`src/rtl/seq_control_unit_pkg.sv`:
```
// Shared encodings for the ID-stage control unit: opcodes, ALU commands,
// branch types, sequencer state and the single-cycle control word.
package seq_control_unit_pkg;

    localparam int OPC_WIDTH = 6;
    localparam int CMD_WIDTH = 4;

    localparam logic [5:0] OP_NOP  = 6'b000000;
    localparam logic [5:0] OP_ADD  = 6'b000001;
    localparam logic [5:0] OP_SUB  = 6'b000011;
    localparam logic [5:0] OP_AND  = 6'b000101;
    localparam logic [5:0] OP_OR   = 6'b000110;
    localparam logic [5:0] OP_NOR  = 6'b000111;
    localparam logic [5:0] OP_XOR  = 6'b001000;
    localparam logic [5:0] OP_SLA  = 6'b001001;
    localparam logic [5:0] OP_SLL  = 6'b001010;
    localparam logic [5:0] OP_SRA  = 6'b001011;
    localparam logic [5:0] OP_SRL  = 6'b001100;
    localparam logic [5:0] OP_ADDI = 6'b100000;
    localparam logic [5:0] OP_SUBI = 6'b100001;
    localparam logic [5:0] OP_LD   = 6'b100100;
    localparam logic [5:0] OP_ST   = 6'b100101;
    localparam logic [5:0] OP_BEZ  = 6'b101000;
    localparam logic [5:0] OP_BNE  = 6'b101001;
    localparam logic [5:0] OP_JMP  = 6'b101010;

    // Shift-left arithmetic and logical are the same ALU operation.
    localparam logic [3:0] CMD_ADD = 4'b0000;
    localparam logic [3:0] CMD_SUB = 4'b0010;
    localparam logic [3:0] CMD_AND = 4'b0100;
    localparam logic [3:0] CMD_OR  = 4'b0101;
    localparam logic [3:0] CMD_NOR = 4'b0110;
    localparam logic [3:0] CMD_XOR = 4'b0111;
    localparam logic [3:0] CMD_SHL = 4'b1000;
    localparam logic [3:0] CMD_SRA = 4'b1001;
    localparam logic [3:0] CMD_SRL = 4'b1010;

    localparam logic [1:0] BR_BEZ = 2'b01;
    localparam logic [1:0] BR_BNE = 2'b10;
    localparam logic [1:0] BR_JMP = 2'b11;

    typedef enum logic {
        ST_IDLE = 1'b0,
        ST_SEQ  = 1'b1
    } state_t;

    // single_src: instruction does not read the second source register.
    typedef struct packed {
        logic [CMD_WIDTH-1:0] exec_cmd;
        logic                 mem_r_en;
        logic                 mem_w_en;
        logic                 wb_en;
        logic                 is_imm;
        logic                 single_src;
        logic [1:0]           branch_type;
    } ctrl_word_t;

endpackage

```
`src/rtl/seq_control_unit_if.sv`:
```
// Handshake bundle between the ID stage (master) and the control unit (slave).
interface seq_control_unit_if #(
    parameter int OPC_W = 6,
    parameter int CMD_W = 4,
    parameter int SEL_W = 3
);
    logic [OPC_W-1:0] opcode;
    logic             hazard_stall;
    logic             flush;
    logic             freeze;
    logic [SEL_W-1:0] swp_sel;
    logic [CMD_W-1:0] exec_cmd;
    logic             mem_r_en;
    logic             mem_w_en;
    logic             wb_en;
    logic             is_imm;
    logic             single_src;
    logic [1:0]       branch_type;
    logic             illegal_op;

    modport master (
        output opcode, hazard_stall, flush,
        input  freeze, swp_sel, exec_cmd, mem_r_en, mem_w_en, wb_en,
               is_imm, single_src, branch_type, illegal_op
    );

    modport slave (
        input  opcode, hazard_stall, flush,
        output freeze, swp_sel, exec_cmd, mem_r_en, mem_w_en, wb_en,
               is_imm, single_src, branch_type, illegal_op
    );
endinterface

```
`src/rtl/seq_control_unit_decode.sv`:
```
// Purely combinational single-cycle decoder: opcode -> control word.
// valid=0 flags an opcode outside the single-cycle set (decoded as NOP).
module seq_control_unit_decode
    import seq_control_unit_pkg::*;
(
    input  logic [OPC_WIDTH-1:0] opcode,
    output ctrl_word_t           word,
    output logic                 valid
);
    always_comb begin
        word  = '0;
        valid = 1'b1;
        case (opcode)
            OP_NOP:  ;
            OP_ADD:  begin word.exec_cmd = CMD_ADD; word.wb_en = 1'b1; end
            OP_SUB:  begin word.exec_cmd = CMD_SUB; word.wb_en = 1'b1; end
            OP_AND:  begin word.exec_cmd = CMD_AND; word.wb_en = 1'b1; end
            OP_OR:   begin word.exec_cmd = CMD_OR;  word.wb_en = 1'b1; end
            OP_NOR:  begin word.exec_cmd = CMD_NOR; word.wb_en = 1'b1; end
            OP_XOR:  begin word.exec_cmd = CMD_XOR; word.wb_en = 1'b1; end
            OP_SLA,
            OP_SLL:  begin word.exec_cmd = CMD_SHL; word.wb_en = 1'b1; end
            OP_SRA:  begin word.exec_cmd = CMD_SRA; word.wb_en = 1'b1; end
            OP_SRL:  begin word.exec_cmd = CMD_SRL; word.wb_en = 1'b1; end
            OP_ADDI: begin
                word.exec_cmd = CMD_ADD; word.wb_en = 1'b1;
                word.is_imm = 1'b1; word.single_src = 1'b1;
            end
            OP_SUBI: begin
                word.exec_cmd = CMD_SUB; word.wb_en = 1'b1;
                word.is_imm = 1'b1; word.single_src = 1'b1;
            end
            OP_LD: begin
                word.exec_cmd = CMD_ADD; word.mem_r_en = 1'b1; word.wb_en = 1'b1;
                word.is_imm = 1'b1; word.single_src = 1'b1;
            end
            OP_ST: begin
                word.exec_cmd = CMD_ADD; word.mem_w_en = 1'b1; word.is_imm = 1'b1;
            end
            OP_BEZ: begin
                word.branch_type = BR_BEZ; word.is_imm = 1'b1; word.single_src = 1'b1;
            end
            OP_BNE: begin
                word.branch_type = BR_BNE; word.is_imm = 1'b1;
            end
            OP_JMP: begin
                word.branch_type = BR_JMP; word.is_imm = 1'b1; word.single_src = 1'b1;
            end
            default: valid = 1'b0;
        endcase
    end
endmodule

```
`src/rtl/seq_control_unit.sv`:
```
// ID-stage control unit with a SWAP macro-op sequencer, stall/flush masking.
// Optional macro CTRL_ILLEGAL_TRAP_EN enables the sticky illegal_op flag.
module seq_control_unit
    import seq_control_unit_pkg::*;
#(
    parameter int               OPC_W         = OPC_WIDTH,
    parameter int               CMD_W         = CMD_WIDTH,
    parameter logic [OPC_W-1:0] SWAP_OPC      = 6'h3F,
    parameter int               SWAP_STEPS    = 2,
    parameter logic [CMD_W-1:0] SWAP_CMD_BASE = 4'b1100,
    parameter int               SEL_W         = 3
)(
    input  logic              clk,
    input  logic              rst,
    seq_control_unit_if.slave bus
);
    localparam logic [SEL_W-1:0] LAST_STEP = SEL_W'(SWAP_STEPS - 1);

    state_t           state_reg, state_next;
    logic [SEL_W-1:0] step_reg, step_next;
    logic             is_swap;
    ctrl_word_t       dec_word;
    logic             dec_valid;

    seq_control_unit_decode u_decode (
        .opcode (bus.opcode),
        .word   (dec_word),
        .valid  (dec_valid)
    );

    // step_reg is 0 whenever the FSM is idle, so it is the current step in both states.
    assign is_swap = (state_reg == ST_SEQ) || (bus.opcode == SWAP_OPC);

    always_ff @(posedge clk or posedge rst) begin
        if (rst) begin
            state_reg <= ST_IDLE;
            step_reg  <= '0;
        end else begin
            state_reg <= state_next;
            step_reg  <= step_next;
        end
    end

    always_comb begin
        state_next = state_reg;
        step_next  = step_reg;
        if (bus.flush) begin
            state_next = ST_IDLE;
            step_next  = '0;
        end else if (!bus.hazard_stall && is_swap) begin
            if (step_reg == LAST_STEP) begin
                state_next = ST_IDLE;
                step_next  = '0;
            end else begin
                state_next = ST_SEQ;
                step_next  = step_reg + SEL_W'(1);
            end
        end
    end

    always_comb begin
        bus.freeze      = 1'b0;
        bus.swp_sel     = '0;
        bus.exec_cmd    = '0;
        bus.mem_r_en    = 1'b0;
        bus.mem_w_en    = 1'b0;
        bus.wb_en       = 1'b0;
        bus.is_imm      = 1'b0;
        bus.single_src  = 1'b0;
        bus.branch_type = 2'b00;
        if (rst || bus.flush || bus.hazard_stall) begin
            // bubble: everything stays 0
        end else if (is_swap) begin
            bus.exec_cmd = SWAP_CMD_BASE + CMD_W'(step_reg);
            bus.swp_sel  = step_reg + SEL_W'(1);
            bus.wb_en    = 1'b1;
            bus.freeze   = (step_reg != LAST_STEP);
        end else begin
            bus.exec_cmd    = CMD_W'(dec_word.exec_cmd);
            bus.mem_r_en    = dec_word.mem_r_en;
            bus.mem_w_en    = dec_word.mem_w_en;
            bus.wb_en       = dec_word.wb_en;
            bus.is_imm      = dec_word.is_imm;
            bus.single_src  = dec_word.single_src;
            bus.branch_type = dec_word.branch_type;
        end
    end

`ifdef CTRL_ILLEGAL_TRAP_EN
    logic illegal_reg;

    always_ff @(posedge clk or posedge rst) begin
        if (rst) begin
            illegal_reg <= 1'b0;
        end else if (state_reg == ST_IDLE && !bus.flush && !bus.hazard_stall
                     && !is_swap && !dec_valid) begin
            illegal_reg <= 1'b1;
        end
    end

    assign bus.illegal_op = illegal_reg;
`else
    logic unused_dec_valid;
    assign unused_dec_valid = dec_valid;
    assign bus.illegal_op   = 1'b0;
`endif

endmodule
```
`src/flat_wrapper.sv`:
```
// flat-port wrapper written by rule: the top's interface ports become plain ports
module seq_control_unit_flat import seq_control_unit_pkg::*;
#(
    parameter int               OPC_W         = OPC_WIDTH,
    parameter int               CMD_W         = CMD_WIDTH,
    parameter logic [OPC_W-1:0] SWAP_OPC      = 6'h3F,
    parameter int               SWAP_STEPS    = 2,
    parameter logic [CMD_W-1:0] SWAP_CMD_BASE = 4'b1100,
    parameter int               SEL_W         = 3
)
  (clk, rst, bus_opcode, bus_hazard_stall, bus_flush, bus_freeze, bus_swp_sel, bus_exec_cmd, bus_mem_r_en, bus_mem_w_en, bus_wb_en, bus_is_imm, bus_single_src, bus_branch_type, bus_illegal_op);
  seq_control_unit_if #(.OPC_W(OPC_W), .CMD_W(CMD_W), .SEL_W(SEL_W)) bus_i ();
  input  logic clk;
  input  logic rst;
  input wire logic [$bits(bus_i.opcode)-1:0] bus_opcode;
  input wire logic [$bits(bus_i.hazard_stall)-1:0] bus_hazard_stall;
  input wire logic [$bits(bus_i.flush)-1:0] bus_flush;
  output wire logic [$bits(bus_i.freeze)-1:0] bus_freeze;
  output wire logic [$bits(bus_i.swp_sel)-1:0] bus_swp_sel;
  output wire logic [$bits(bus_i.exec_cmd)-1:0] bus_exec_cmd;
  output wire logic [$bits(bus_i.mem_r_en)-1:0] bus_mem_r_en;
  output wire logic [$bits(bus_i.mem_w_en)-1:0] bus_mem_w_en;
  output wire logic [$bits(bus_i.wb_en)-1:0] bus_wb_en;
  output wire logic [$bits(bus_i.is_imm)-1:0] bus_is_imm;
  output wire logic [$bits(bus_i.single_src)-1:0] bus_single_src;
  output wire logic [$bits(bus_i.branch_type)-1:0] bus_branch_type;
  output wire logic [$bits(bus_i.illegal_op)-1:0] bus_illegal_op;
  assign bus_i.opcode = bus_opcode;
  assign bus_i.hazard_stall = bus_hazard_stall;
  assign bus_i.flush = bus_flush;
  assign bus_freeze = bus_i.freeze;
  assign bus_swp_sel = bus_i.swp_sel;
  assign bus_exec_cmd = bus_i.exec_cmd;
  assign bus_mem_r_en = bus_i.mem_r_en;
  assign bus_mem_w_en = bus_i.mem_w_en;
  assign bus_wb_en = bus_i.wb_en;
  assign bus_is_imm = bus_i.is_imm;
  assign bus_single_src = bus_i.single_src;
  assign bus_branch_type = bus_i.branch_type;
  assign bus_illegal_op = bus_i.illegal_op;
  seq_control_unit #(.OPC_W(OPC_W), .CMD_W(CMD_W), .SWAP_OPC(SWAP_OPC), .SWAP_STEPS(SWAP_STEPS), .SWAP_CMD_BASE(SWAP_CMD_BASE), .SEL_W(SEL_W)) u_core (.clk(clk), .rst(rst), .bus(bus_i));
endmodule
```
`config.mk`:
```
export PLATFORM = sky130hd
export DESIGN_NAME = seq_control_unit_flat
export DESIGN_NICKNAME = d
export VERILOG_FILES = /design/src/rtl/seq_control_unit_pkg.sv /design/src/rtl/seq_control_unit_if.sv /design/src/rtl/seq_control_unit_decode.sv /design/src/rtl/seq_control_unit.sv /design/src/flat_wrapper.sv
export SDC_FILE = /design/constraint.sdc
export NUM_CORES = 1
export LEC_CHECK = 0
export ABC_CLOCK_PERIOD_IN_PS = 2190
export CORE_MARGIN = 8
export CORE_UTILIZATION = 37
export DETAILED_ROUTE_END_ITERATION = 6
export GPL_TIMING_DRIVEN = 1
export PLACE_DENSITY_LB_ADDON = 0.2
export SETUP_SLACK_MARGIN = 0.1
export SLEW_MARGIN = 20
export SYNTH_ARGS = -nofsm -noshare
export SYNTH_HDL_FRONTEND = slang
export SYNTH_SLANG_ARGS = --single-unit
```
`constraint.sdc`:
```
create_clock -name clk -period 2.19 [get_ports clk]
set_clock_uncertainty 0.2 [all_clocks]
set_input_delay 0.657 -clock clk [delete_from_list [all_inputs] [get_ports clk]]
set_output_delay 0.657 -clock clk [all_outputs]
set_load 0.02 [all_outputs]
```
== Word-level counts from Yosys, hierarchy flattened ==
Cells that the tools add are included.
Storage, ports and cells
  bits in registers: 4
  output and inout port bits: 16
  input bits: 10
  word-level logic and storage cells: 66
Operators by class
  reduce and logical (&&, ||, !) cells: 11
  multiplexer cells: 31
  add/sub/neg operators: 2
  eq/ne operators: 20
Operators with widths (number)
  6-bit equality test (second input constant): 8
  4-bit case mux with 8 select lines: 1
  6-bit by 4-bit equality test with 1-bit output (second input constant): 5
  1-bit 2-to-1 mux: 20
  6-bit by 3-bit equality test with 1-bit output (second input constant): 3
  3-bit 2-to-1 mux: 5
  13-bit OR reduction: 1
  4-bit 2-to-1 mux: 2
  7-bit OR reduction: 1
  6-bit by 1-bit equality test with 1-bit output (second input constant): 1
  6-bit by 2-bit equality test with 1-bit output (second input constant): 1
  2-bit case mux with 3 select lines: 1
  5-bit OR reduction: 1
  4-bit by 3-bit adder with 4-bit output (first input constant): 1
  2-bit 2-to-1 mux: 2
  2-bit OR reduction: 2
  3-bit by 1-bit adder with 3-bit output (second input constant): 1
  3-bit by 1-bit equality test with 1-bit output (second input constant): 1
  1-bit logical OR: 3
  3-bit by 1-bit != test with 1-bit output (second input constant): 1
  2-bit nonzero test: 1
  1-bit logical AND: 1
  1-bit zero test: 1

== Depth between registers and ports, before layout ==
Gate-level depths: netlist of the first run.
  depth in word-level cells: 5
  gate-level depth with buffers: 5
  depth with buffers taken out: 5

== Modules after synthesis ==
Synthesis of the first run repeated with hierarchy kept, for this count alone.
Second synthesis, totals
  cell total of the unflattened synthesis: 112
  area, all modules: 835.8 um2
By module, submodules not included
  seq_control_unit: cells each 62, seq. area each 100.1 um2, instances 1, area each 519.2 um2
  seq_control_unit_decode: cells each 50, seq. area each 0.0 um2, instances 1, area each 316.6 um2

== Least setup slack after synthesis of the first run ==
Ideal clock, no wire load.
  path kind: input to output
  from: input rst
  to: output bus_branch_type[1]
  data arrival time: 1.865 ns
  stages on the path: 3
  required time: 1.333 ns
  buffers on the path: 0
  setup slack: -0.532 ns
  cell sequence: nor3_1 nand3_1 nor4b_1
On the way
  word-level cells in the longest chain between the ends: 3
Ends and longest elaborated chain
  start: declaration: RTL line flat_wrapper.sv:14  | input logic rst;
  1-bit logical OR (2 in series): RTL line seq_control_unit.sv:71  | if (rst || bus.flush || bus.hazard_stall) begin
  2-bit 2-to-1 mux: RTL line seq_control_unit.sv:71
  end: declaration: RTL line flat_wrapper.sv:26  | output wire logic [$bits(bus_i.branch_type)-1:0] bus_branch_type;
No other way between the ends.

== Worst setup path after layout of the first run ==
  from: input bus_opcode[3]
  to: output bus_exec_cmd[0]
On the way
  word-level cells in the longest chain between the ends: 5
  elaborated cells between the ends (all ways): 17
  those cells by class: eq/ne: 11; mux: 3; reduce/logical: 3
Ends and longest elaborated chain
  start: declaration: RTL line flat_wrapper.sv:15  | input wire logic [$bits(bus_i.opcode)-1:0] bus_opcode;
  6-bit equality test (tied with other cells)
  2-bit OR reduction (no source line)
  4-bit case mux with 8 select lines: RTL line seq_control_unit_decode.sv:13  | case (opcode)
  4-bit 2-to-1 mux *: RTL line seq_control_unit.sv:73  | end else if (is_swap) begin
  4-bit 2-to-1 mux *: RTL line seq_control_unit.sv:71
  end: declaration: RTL line flat_wrapper.sv:20  | output wire logic [$bits(bus_i.exec_cmd)-1:0] bus_exec_cmd;
Every way passes the cells marked *; elsewhere a longest branch is shown, timed or not.

==> results of run 1 <==
## synthesized netlist by cell type (2+ instances only)
cell      n  share of area
a31oi_1   3          0.030
nand2b_1  5          0.050
o21ai_0   4          0.032
buf_2     3          0.024
o211ai_1  2          0.024
dfrtp_1   4           0.16
or3b_2    3          0.042
ha_1      2          0.040
nand3b_1  2          0.024
a21oi_1   7          0.056
nor2b_1   2          0.020
or4_1     2          0.024
or3_1     2          0.020
nor4_1    3          0.030
nor4b_1   2          0.028
and2_1    2          0.020
nor2_1    9          0.054
xnor2_1   2          0.028
or2_2     2          0.020
nor3_1    5          0.040
inv_1     4          0.024
## cell usage in the layout (no fill, tap or decap), types with 2 or more instances in the layout
master / count
dfrtp_1: 4
nor2b_1: 2
nor2_1: 2
nor3_2: 2
clkbuf_4: 3
a21oi_2: 4
buf_12: 2
nand2b_1: 2
buf_6: 26
inv_1: 4
o211ai_1: 2
nor4_4: 2
nor2_4: 6
o21ai_0: 3
nor4b_4: 2
ha_1: 2
buf_2: 3
nand2b_4: 3
xnor2_1: 2
and2_1: 2
or4_4: 2
buf_4: 27
a31oi_2: 2
a21oi_4: 4
or2_4: 2
nand3b_1: 2
or3b_4: 3
buf_8: 2
nor3_4: 2
## layout make-up
type,count,share of cell area
Timing Repair Buffer,60,0.382
Multi-Input combinational cell,74,0.513
Sequential cell,4,0.0659
Clock buffer,3,0.0148
Inverter,4,0.00988
Tap cell,17,0.0140
## metal layers
layer | vias to the layer above | part of all wire | global-route usage
met2 | 70 | 0.53 | 0.329
met5 | - | 0 | 0
li1 | 444 | - | -
met3 | 10 | 0.070 | 0.0244
met1 | 496 | 0.37 | 0.216
met4 | 0 | 0.028 | 0.0973
## cell families (layout without fill, tap and decap cells)
kind of cell    Yosys count  after routing  share of synthesized area
simple gates             44             44                      0.431
compound gates           24             24                      0.243
buf+inv                  10             67                     0.0724
flops                     4              4                      0.161
fa+ha+maj                 2              2                     0.0402
xor+xnor                  2              2                     0.0282
other cells               1              1                    0.00603
mux                       1              1                     0.0181
## metrics by stage
step           std cells   util  instance area (um^2)  hold slack [ns]  power (mW)
2_1_floorplan         88      -                   793            0.223       0.141
3_3_place_gp         152  0.748                  1230            0.393       0.203
3_5_place_dp         152  0.748                  1230            0.422       0.207
4_1_cts              162  0.880                  1450           0.0940       0.333
5_1_grt              162  0.920                  1520            0.116       0.365
6_report             162  0.920                  1520            0.107       0.351
## power by group through the flow
stage	sequential [mW]	clock, mW	combinational [mW]
floorplan	0.0760	0	0.0655
global placement	0.0759	0	0.127
detailed placement	0.0760	0	0.131
CTS	0.0752	0.0956	0.162
global route	0.0753	0.0986	0.191
finish	0.0753	0.0919	0.184
## worst reg2reg max path: stages (launching register included)
cell,delay [ns]
dfrtp_1,0.44
ha_1,0.24
nor2b_1,0.17
buf_4,0.16
or4_4,0.42
a21oi_2,0.15
## path summary, 6_finish.rpt
| check | startpoint | endpoint | slack [ns] | cells past startpoint |
|---|---|---|---|---|
| setup / recovery | bus_opcode[3] | bus_exec_cmd[0] | -0.53 | 9 |
| hold / removal | rst | u_core.step_reg[1] | 0.11 | 2 |
| setup reg to reg | u_core.step_reg[0] | u_core.step_reg[0] | 0.33 | 5 |
| hold reg to reg | u_core.step_reg[0] | u_core.step_reg[0] | 0.51 | 2 |
| max in group asynchronous | rst | u_core.step_reg[2] | 1.52 | 2 |
| min in group clk | bus_flush | u_core.state_reg | 0.46 | 2 |
## timing repair
| action | 4_1_cts | 5_1_grt |
|---|---|---|
| pin swaps | 20 | 12 |
| gates cloned | 0 | 0 |
| gates resized for setup | 164 | 13 |
| endpoints found under the setup margin | 18 | 18 |
| buffers inserted | 7 | 0 |
==> metrics.md, run 1 <==
| Metric | Value |
|---|---|
| Status | finished, violations left |
| Failing checks | negative setup slack |
| CTS tree | built |
| CP max-delay cell | a21boi_2 |
| NumNets Final | 159 |
| Max Cap Viol | 0 |
| Multi-input gate area | approximately 800 um^2 |
| CP Cell Sequence | buf_8 > buf_6 > buf_4 > buf_6 > nand3b_1 > a21boi_2 > o211ai_1 > a21oi_2 > buf_4 |
| Critical Path RT | 1.33 ns |
| Switching share of power | 0.356 |
| Grt ovf | 0 |
| Fmax | about 370 MHz |
| Crit end category | output port |
| DR iter-0 viols | 40 |
| Initial core utilization | 0.377 |
| Post-synthesis sequential area ratio | 0.161 |
| Die Wd | 57.0 um |
| Syn_nets | 100 |
| DIE HEIGHT | between 50 and 60 um |
| Slew Limit Fails | 0 |
| Hold Vio Cnt, Final | 0 |
| Clock root buffer | clkbuf_4 |
| Syn Area/Cell | roughly 7 um^2 |
| WL/cell | around 23 um |
| Sw power | approximately 0.12 mW |
| Final ANT Viol Nets | 0 |
| FF+latch count, synth | 4 |
| Post-detailed-route via-to-cell ratio | 6.30 |
| Global-route wire length before repair | slightly above 5 mm |
| Sink Count | 4 |
| Netlist Area Pre-Place | around 620 um^2 |
| Crit-path max FO | 6 |
| Delay-heaviest family, CP | buffers and inverters |
| Clock slew at reported path FFs | about 0.040 ns |
| Clk Latency, worst-skew pair | approximately 0.24 ns |
| Async S/R FF share, synth | 1.00 |
| Io pins | 26 |
| Largest net degree at the start of global routing | 9 |
| Final min period | between 2 and 3 ns |
| Via count | approximately 1000 |
| Diode count | 0 |
| Initial antenna violation count | 0 |
| Layout area overhead | 144% |
| LEAKAGE | 0.633 nW |
| # fillers | between 60 and 70 |
| Dpl ws | -1.46 ns |
| # port buffers | 24 |
| Vias in the first global route | 1039 |
| Clock network fraction of design power | 0.262 |
| Row Count | 15 |
| Unrepaired setup endpoints after global routing | yes |
| Combinational power share | 0.524 |
| H-tree Lvls | 1 |
| Critical path arrival | between 1.5 and 2 ns |
| Final Wtd Congestion | approximately 0.80 |
| Pwr/cell area | 231 nW/um^2 |
| Pint | 0.226 mW |
| EDFF count, synth | 0 |
| Number of flip-flops under the largest register name | 3 |
| Setup crit start kind | primary input |
| Worst Setup Slack, final | -0.526 ns |
| Setup tns final | -6.07 ns |
| Crit Path Category | in2out |
| Post-CTS Hold Fix Bufs | 0 |
| Post-synthesis cell count | between 80 and 90 |
| Crit-path max cell delay | 0.21 ns |
| DRT Wirelength | approximately 3.8 mm |
| Seq. cell area | 100 um^2 |
| Core Box Area | about 1700 um^2 |
| Flop pwr share | 0.214 |
| Final setup fails | 15 |
| Overall global routing resource usage | 0.188 |
| CP bufs+invs | 5 |
| Inserted Clock Buffers | 3 |
| DPL Wire Length | ~2.0 mm |
| Die area | approximately 3200 um^2 |
| YS warnings | 0 |
| CTS max path bufs | 2 |
| Fraction of the cycle the final worst path needs | 1.24 |
| Layout cells sized above 1 | 0.745 |
| Main synth FF type | dfrtp_1 |
| Pre-antenna DRT Iters | 6 |
| Hold crit path type | in2async |
| # DRC | 0 |
| Worst vdd ir | 0.000250 V |
| Synth unique cells | 39 |
No activity file was read; power rests on OpenSTA's default activity.
==> run 2, diff against run 1 <==
Settings changed: SLEW_MARGIN 20 to 30.
==> results of run 2 <==
The final DEF is identical to that of run 1; final timing and power are the same.
==> run 3, diff against run 2 <==
Settings changed: CAP_MARGIN set to 20.
==> results of run 3 <==
The final DEF is identical to that of run 1; final timing and power are the same.
